$ cat src/rtl/fetch.sv
// ---------------------------------------------------------------------------
// fetch -- instruction-fetch stage of the five-stage RV64 pipeline.
//
// Owns the program counter and keeps at most one instruction-bus read in
// flight. Fetched words are presented to decode through the registered
// dataF bundle. Decode can stall the stage or redirect it for one cycle.
// Wrong-path words are squashed, including a response that is still
// outstanding on the bus when the redirect arrives.
//
// Ports
//   clk, reset       clock, asynchronous active-high reset
//   ireq_valid       read request, held until iresp_data_ok
//   ireq_addr        request address, stable while ireq_valid is high
//   iresp_data_ok    response strobe, completes the request
//   iresp_data       instruction word, valid with iresp_data_ok
//   stall            decode cannot accept; dataF holds
//   redirect_valid   one-cycle redirect from decode (ignored while stalled)
//   redirect_pc      redirect target
//   dataF            registered {raw_instr, pc, is_bubble} to decode
// ---------------------------------------------------------------------------
package fetch_pkg;
   typedef struct packed {
      logic [31:0] raw_instr;
      logic [63:0] pc;
      logic        is_bubble;
   } fetch_data_t;

   localparam fetch_data_t FETCH_BUBBLE = '{raw_instr: 32'h0, pc: 64'h0, is_bubble: 1'b1};
endpackage

module fetch
   import fetch_pkg::*;
#(
   parameter logic [63:0] RESET_PC = 64'h0000_0000_8000_0000
) (
   input  logic        clk,
   input  logic        reset,
   output logic        ireq_valid,
   output logic [63:0] ireq_addr,
   input  logic        iresp_data_ok,
   input  logic [31:0] iresp_data,
   input  logic        stall,
   input  logic        redirect_valid,
   input  logic [63:0] redirect_pc,
   output fetch_data_t dataF
);

   typedef enum logic [1:0] {IDLE, REQ, HOLD, DISCARD} state_t;

   state_t      state, state_n;
   logic [63:0] fetch_pc, fetch_pc_n;
   logic [31:0] buf_instr, buf_instr_n;
   logic [63:0] buf_pc, buf_pc_n;
   logic [63:0] pend_pc, pend_pc_n;
   fetch_data_t data_n;
   logic        take_redirect;

   // A redirect raised during a stall is dropped; decode re-asserts it.
   assign take_redirect = redirect_valid & ~stall;

   // DISCARD keeps the wrong-path request alive so the bus handshake completes.
   assign ireq_valid = (state == REQ) || (state == DISCARD);
   assign ireq_addr  = fetch_pc;

   always_comb begin
      state_n     = state;
      fetch_pc_n  = fetch_pc;
      buf_instr_n = buf_instr;
      buf_pc_n    = buf_pc;
      pend_pc_n   = pend_pc;
      data_n      = dataF;

      case (state)
         IDLE: state_n = REQ;

         REQ: begin
            if (iresp_data_ok) begin
               if (take_redirect) begin
                  // Redirect beats the arriving word.
                  fetch_pc_n = redirect_pc;
                  data_n     = FETCH_BUBBLE;
               end else if (!stall) begin
                  data_n     = '{raw_instr: iresp_data, pc: fetch_pc, is_bubble: 1'b0};
                  fetch_pc_n = fetch_pc + 64'd4;
               end else begin
                  // Decode is full: park the word rather than lose it.
                  buf_instr_n = iresp_data;
                  buf_pc_n    = fetch_pc;
                  fetch_pc_n  = fetch_pc + 64'd4;
                  state_n     = HOLD;
               end
            end else begin
               if (take_redirect) begin
                  pend_pc_n = redirect_pc;
                  data_n    = FETCH_BUBBLE;
                  state_n   = DISCARD;
               end else if (!stall) begin
                  data_n = FETCH_BUBBLE;
               end
            end
         end

         HOLD: begin
            if (!stall) begin
               if (take_redirect) begin
                  fetch_pc_n = redirect_pc;
                  data_n     = FETCH_BUBBLE;
               end else begin
                  data_n = '{raw_instr: buf_instr, pc: buf_pc, is_bubble: 1'b0};
               end
               state_n = REQ;
            end
         end

         DISCARD: begin
            if (!stall) data_n = FETCH_BUBBLE;
            if (take_redirect) pend_pc_n = redirect_pc;
            if (iresp_data_ok) begin
               // Newest redirect target wins if one lands on the response cycle.
               fetch_pc_n = take_redirect ? redirect_pc : pend_pc;
               state_n    = REQ;
            end
         end

         default: state_n = IDLE;
      endcase
   end

   always_ff @(posedge clk or posedge reset) begin
      if (reset) begin
         state     <= IDLE;
         fetch_pc  <= RESET_PC;
         buf_instr <= 32'h0;
         buf_pc    <= 64'h0;
         pend_pc   <= 64'h0;
         dataF     <= FETCH_BUBBLE;
      end else begin
         state     <= state_n;
         fetch_pc  <= fetch_pc_n;
         buf_instr <= buf_instr_n;
         buf_pc    <= buf_pc_n;
         pend_pc   <= pend_pc_n;
         dataF     <= data_n;
      end
   end

endmodule

$ cat config.mk
export PLATFORM = sky130hd
export DESIGN_NAME = fetch
export DESIGN_NICKNAME = d
export VERILOG_FILES = /design/src/rtl/fetch.sv
export SDC_FILE = /design/constraint.sdc
export NUM_CORES = 1
export LEC_CHECK = 0
export BUFFER_PORTS_ARGS = -buffer_cell sky130_fd_sc_hd__buf_2
export CAP_MARGIN = 20
export CORE_UTILIZATION = 43
export DETAILED_ROUTE_END_ITERATION = 6
export GPL_ROUTABILITY_DRIVEN = 0
export SLEW_MARGIN = 20
export SYNTH_ARGS = -nofsm -noshare
export SYNTH_HDL_FRONTEND = slang
export SYNTH_SLANG_ARGS = --single-unit
export TNS_END_PERCENT = 50
$ cat constraint.sdc
create_clock -name clk -period 12.6 [get_ports clk]
set_input_delay 0.63 -clock clk [delete_from_list [all_inputs] [get_ports clk]]
set_output_delay 0.63 -clock clk [all_outputs]
set_load 0.01 [all_outputs]
Yosys cells after proc, flatten, opt, wreduce, memory -nomap -nowiden
Index checks and enable logic that the tools add are counted.

Bitwise operators: 3. Equal/unequal tests: 12. Multiply operators: 0. Shifts and indexed selects: 0. $lt $le $gt $ge: 0. Add/sub/neg operators: 1. Divide/modulo/power cells: 0. Mux-type cells: 24. Reduce and logical (&&, ||, !) cells: 9.

Operator list (number): $mux 97 (7); $mux 64 (7); $pmux 97 s3 (1); $pmux 64 s3 (1); $pmux 64 s2 (1); $add 64x3->64 const B (1); $mux 2 (6); $ne 2x2->1 const B (5); $reduce_and 5->1 (2); $ne 3x3->1 const B (3); $pmux 2 s4 (1); $eq 2x2->1 const B (2); $ne 4x4->1 const B (1); $reduce_and 4->1 (1); $reduce_and 3->1 (1); $reduce_bool 3->1 (1); $eq 2x1->1 const B (1); $logic_not 2->1 (1); $not 1->1 (2); $reduce_and 2->1 (1); $reduce_bool 2->1 (1); $and 1x1->1 (1); $logic_or 1x1->1 (1).

Register bits: 323. Logic and storage cells: 57. Input bits: 101. ROM bits: 0. Output and inout port bits: 162. Memory bits (writable): 0. Memories kept: 0. Bits in latches: 0.

Logic depth before layout (Yosys ltp)
Depth after elaboration: 5. Mapped depth: 9. Mapped depth without buffers: 6.

Worst setup path before layout
No wires, ideal clock.

Kind: reg-to-reg. Start: reg fetch_pc[2], in the netlist ireq_addr[2]. End: reg fetch_pc[54], in the netlist ireq_addr[54]. Cell stages (with the launch flop): 7. Arrival: 2.335 ns. Path buffers: 0. Library setup time: 0.066 ns. Required time: 12.534 ns. Setup slack: 10.199 ns. Period minus slack after synthesis: 2.401 ns. Cells stage by stage: dfrtp_1 > ha_1 > nand4_2 > or4_4 > or3_4 > o41ai_2 > a22o_1.

Cells in the longest elaborated chain, start to end: 4.

RTL lines: start: declaration (RTL line 51) `logic [63:0] fetch_pc, fetch_pc_n;`; start signal: assignment (RTL line 139) `fetch_pc <= fetch_pc_n;`; $add 64x3->64 (RTL line 84, 89); $mux 64 (RTL line 78) `if (take_redirect) begin`; $mux 64 (RTL line 77) `if (iresp_data_ok) begin`; $pmux 64 s3 (RTL line 73) `case (state)`.

Every way passes these cells. The select of a mux whose other input is x is not followed. A chain may end at the register's enable or synchronous reset.

Worst setup path in the final report
Start: reg state[1]. End: reg dataF[38] in the netlist's numbering.

Cells in the longest elaborated chain, start to end: 3. Elaborated cells on any way between the ends: 8. Those cells by class: 5 x eq/ne; 1 x mux; 2 x reduce/logical.

RTL lines: start: declaration (RTL line 50) `state_t state, state_n;`; start signal: assignment (RTL line 138) `state <= state_n;`; $eq 2x1->1 / $eq 2x2->1 (equally long branches) (RTL line 73); $ne 4x4->1 (no line), or another cell as far along; $reduce_and 3->1 (no line); end signal: assignment (RTL line 143) `dataF <= data_n;`; end: declaration (RTL line 45) `output fetch_data_t dataF`.

Parallel ways exist; a longest one is shown, timed or not.

==> impl_results.md <==
- Final critical path time including I/O delays and setup: 3060 ps
- Worst Setup SP: state[1]
- Adder-cell share of the synthesized area: 0.0814%
- Sink Count: 323
- Post-synth net total: 1,576
- Worst r2r src: state[1]
- Period Utilization, post-route: 24.3%
- Most instantiated flip-flop cell in the synthesis netlist: dfrtp_1
- Clock slew seen by the registers of the worst setup and hold paths: 60 ps
- TritonCTS clock tree: built
- Share of synthesized cell area in and, or, nand and nor gates: 12.7%
- Average routed wire per standard cell: 21.4 um
- Avg Cell Area, Syn: 10.4 sq um
- Total negative setup slack: 0 ps
- Number of max-cap violations: 0
- Static Leak: 7.97 nW
- Result of the run: completed
- Share of cell area taken by muxes after synthesis: 10.4%
- Core outline area: 34,900 sq um
- Dominant combinational cell family by area after synthesis: compound AO/OA/AOI/OAI gates
- Distinct cells, synth: 69
- Timing-limited maximum frequency: 327 MHz
- Final number of max-transition violations: 0
- Element type at the critical path end: register
- Maximum number of pins on one net before global-route repair: 112
- Final ANT Viol Nets: 0
- DRC violation count after routing: 0
- Number of enable-type register cells in the synthesized netlist: 0
- Wirelength, routed: 45,800 um
- Gate count after technology mapping: 1,474
- Number of global-route vias before repair: 12,100
- Compound-cell area share of the yosys netlist: 20.0%
- Transition time at the pin with the least slew margin: 992 ps
- Count of pins on the block boundary: 263
- Crit path launch type: register
- Number of diodes: 0
- Grt total ovfl: 0
- Area share of xor/xnor cells in the synthesized design: 0%
- Fraction of final layout cells sized beyond drive strength 1: 30.5%
- Highest net fanout along the worst path: 72
- Synth Register Bits: 323
- Initial core utilization: 44.1%
- Total number of vias: 12,800
- Final setup fails: 0
- Count of input and output buffers: 262
- Share of the yosys chip area belonging to registers: 52.6%
- Post_cts resized: 0
- Data arrival, critical path: 3490 ps
- Max IR drop VDD: 106 uV
- GR Util All Layers: 24.8%
- Antenna violations before repair: 0
- Number of buffers inserted for hold repair after clock tree synthesis: 0
- Final net count: 1,762
- Area growth, synth to finish: 18.6%
- Routed via count divided by cell count: 5.99
- CTS Buf Count: 38
- Warning count from the yosys run: 0
- Leading cell types by total area after synthesis: dfrtp_1 52%, mux2_2 10%, a22oi_1 6.6%
- Slew Limit Headroom: 33.8%
- Root buffer cell: clkbuf_16
- Path class of the lowest-slack min-delay path: input port to asynchronous set/reset pin
- Minimum setup slack after placement: 9140 ps
- Number of buffers inserted to repair setup after CTS: 0
- Total number of placement rows: 68
- Clock Latency Late Sink: 530 ps
- Setup repair after global routing missed its margin: false
- Dpl cell area: 16,900 sq um
- Global-route wire length before repair: 70,900 um
- Filler cell count: 3,226
- Netlist Area Pre-Place: 15,400 sq um
- Full die area: 36,500 sq um
- Post-synthesis cell type with the largest combined area: dfrtp_1
- DP Wirelength: 29,900 um
- Overall die height: 191 um
- Top post-synthesis cells by count: 321 x dfrtp_1, 165 x nand2_1, 160 x o21ai_0, 138 x mux2_2, 136 x a22oi_1
- Pwr Density: 209 nW/um^2
- Min setup slack post-route: 9540 ps
- Number of endpoints with negative hold slack in the final report: 0
- Most repeated cell in the gate-level netlist after synthesis: dfrtp_1
- Die Wd: 191 um
- DR iter-0 viols: 1,103
- Summed area of non-filler cells in the final layout: 18,200 sq um
- Fraction of synthesis flops using an asynchronous set or reset pin: 100%
- Top cell type's share of synthesized area: 52.3%
- Setup CP Type: register to register
- H-Tree Level Count: 2
- Worst-case clock buffer depth: 3
- Clk_skew: 15.0 ps
- First-pass iteration count of the detailed router: 5
- Critical Path RT: 13,030 ps
[cell families (layout without fill, tap and decap cells)]
kind of cell | after synthesis | after routing
buffers and inverters | 159 | 373
adders and majority gates | 1 | 1
and+or+nand+nor | 381 | 381
muxes | 143 | 143
DFF | 323 | 323
AOI/OAI and AO/OA | 467 | 467
[worst paths after layout]
check                                     end  slack (ps)  cells past startpoint
worst max register to register      dataF[38]        9540                      6
worst min-delay path            buf_instr[17]         240                      2
min in group clk                  pend_pc[27]         350                      2
worst min register to register      dataF[29]         470                      2
worst max-delay path                dataF[38]        9540                      6
max in group asynchronous       ireq_addr[63]       10800                      3
[metal layers]
layer	wire [um]	part of all wire (%)	track usage, %
met1	22000	48	38.3
met2	19300	42	35.2
met3	3610	7.9	4.46
met4	896	2.0	6.65
met5	0	0	0
[final cells by class]
class,count,area [sq um],share of cell area (%)
flip-flops and latches,323,8090,44.3
multi-input cells,992,6730,36.9
repair buffers,280,1470,8.06
clock buffers,59,1190,6.55
well taps,455,569,3.12
inverters,25,101,0.556
clock inverters,9,81.3,0.446
[state kept, by name, summed over array words and instances (netlist names)]
signal     count
dataF         97
state          2
pend_pc       64
ireq_addr     64
buf_pc        64
buf_instr     32
[placed cells by master (no fill, tap or decap), drive strengths merged, types with 6 or more instances in the layout]
| cell | netlist | layout |
|---|---|---|
| nor4 | 27 | 27 |
| a21oi | 39 | 39 |
| nand2 | 165 | 165 |
| clkbuf | 90 | 59 |
| and3 | 10 | 10 |
| o41ai | 8 | 8 |
| nand3 | 24 | 24 |
| a221oi | 6 | 6 |
| nand4 | 42 | 42 |
| o31a | 10 | 10 |
| a22o | 20 | 20 |
| and2 | 7 | 7 |
| o21ai | 180 | 180 |
| or4 | 7 | 7 |
| nor2 | 40 | 40 |
| nor3 | 20 | 20 |
| dfrtp | 321 | 321 |
| a22oi | 136 | 136 |
| o2bb2ai | 7 | 7 |
| buf | 44 | 280 |
| mux2 | 138 | 138 |
| or3 | 10 | 10 |
| inv | 25 | 25 |
| o22ai | 13 | 13 |
| o31ai | 6 | 6 |
[metrics by stage]
stage | total power [mW] | hold slack, ps | std cells | util (%)
after global routing | 4.01 | 306 | 2143 | 52.3
after CTS | 3.83 | 285 | 2143 | 52.2
after floorplan | 2.28 | 451 | 1474 | -
after detailed placement | 2.71 | 466 | 2075 | 48.6
after global placement | 2.67 | 457 | 2074 | 48.5
final | 3.80 | 235 | 2143 | 52.3
[worst max-delay path: stages (launching register included)]
cell and delay, ps:
dfrtp_1 600, nor2_2 180, buf_4 470, and2_4 440, buf_4 730, a22oi_1 200
o21ai_0 240
[report_power, final]
| group | internal [mW] | switching, mW |
|---|---|---|
| combinational | 0.426 | 0.515 |
| sequential | 1.38 | 0.374 |
| clock | 0.672 | 0.434 |
No activity file was read; power rests on OpenSTA's default activity.
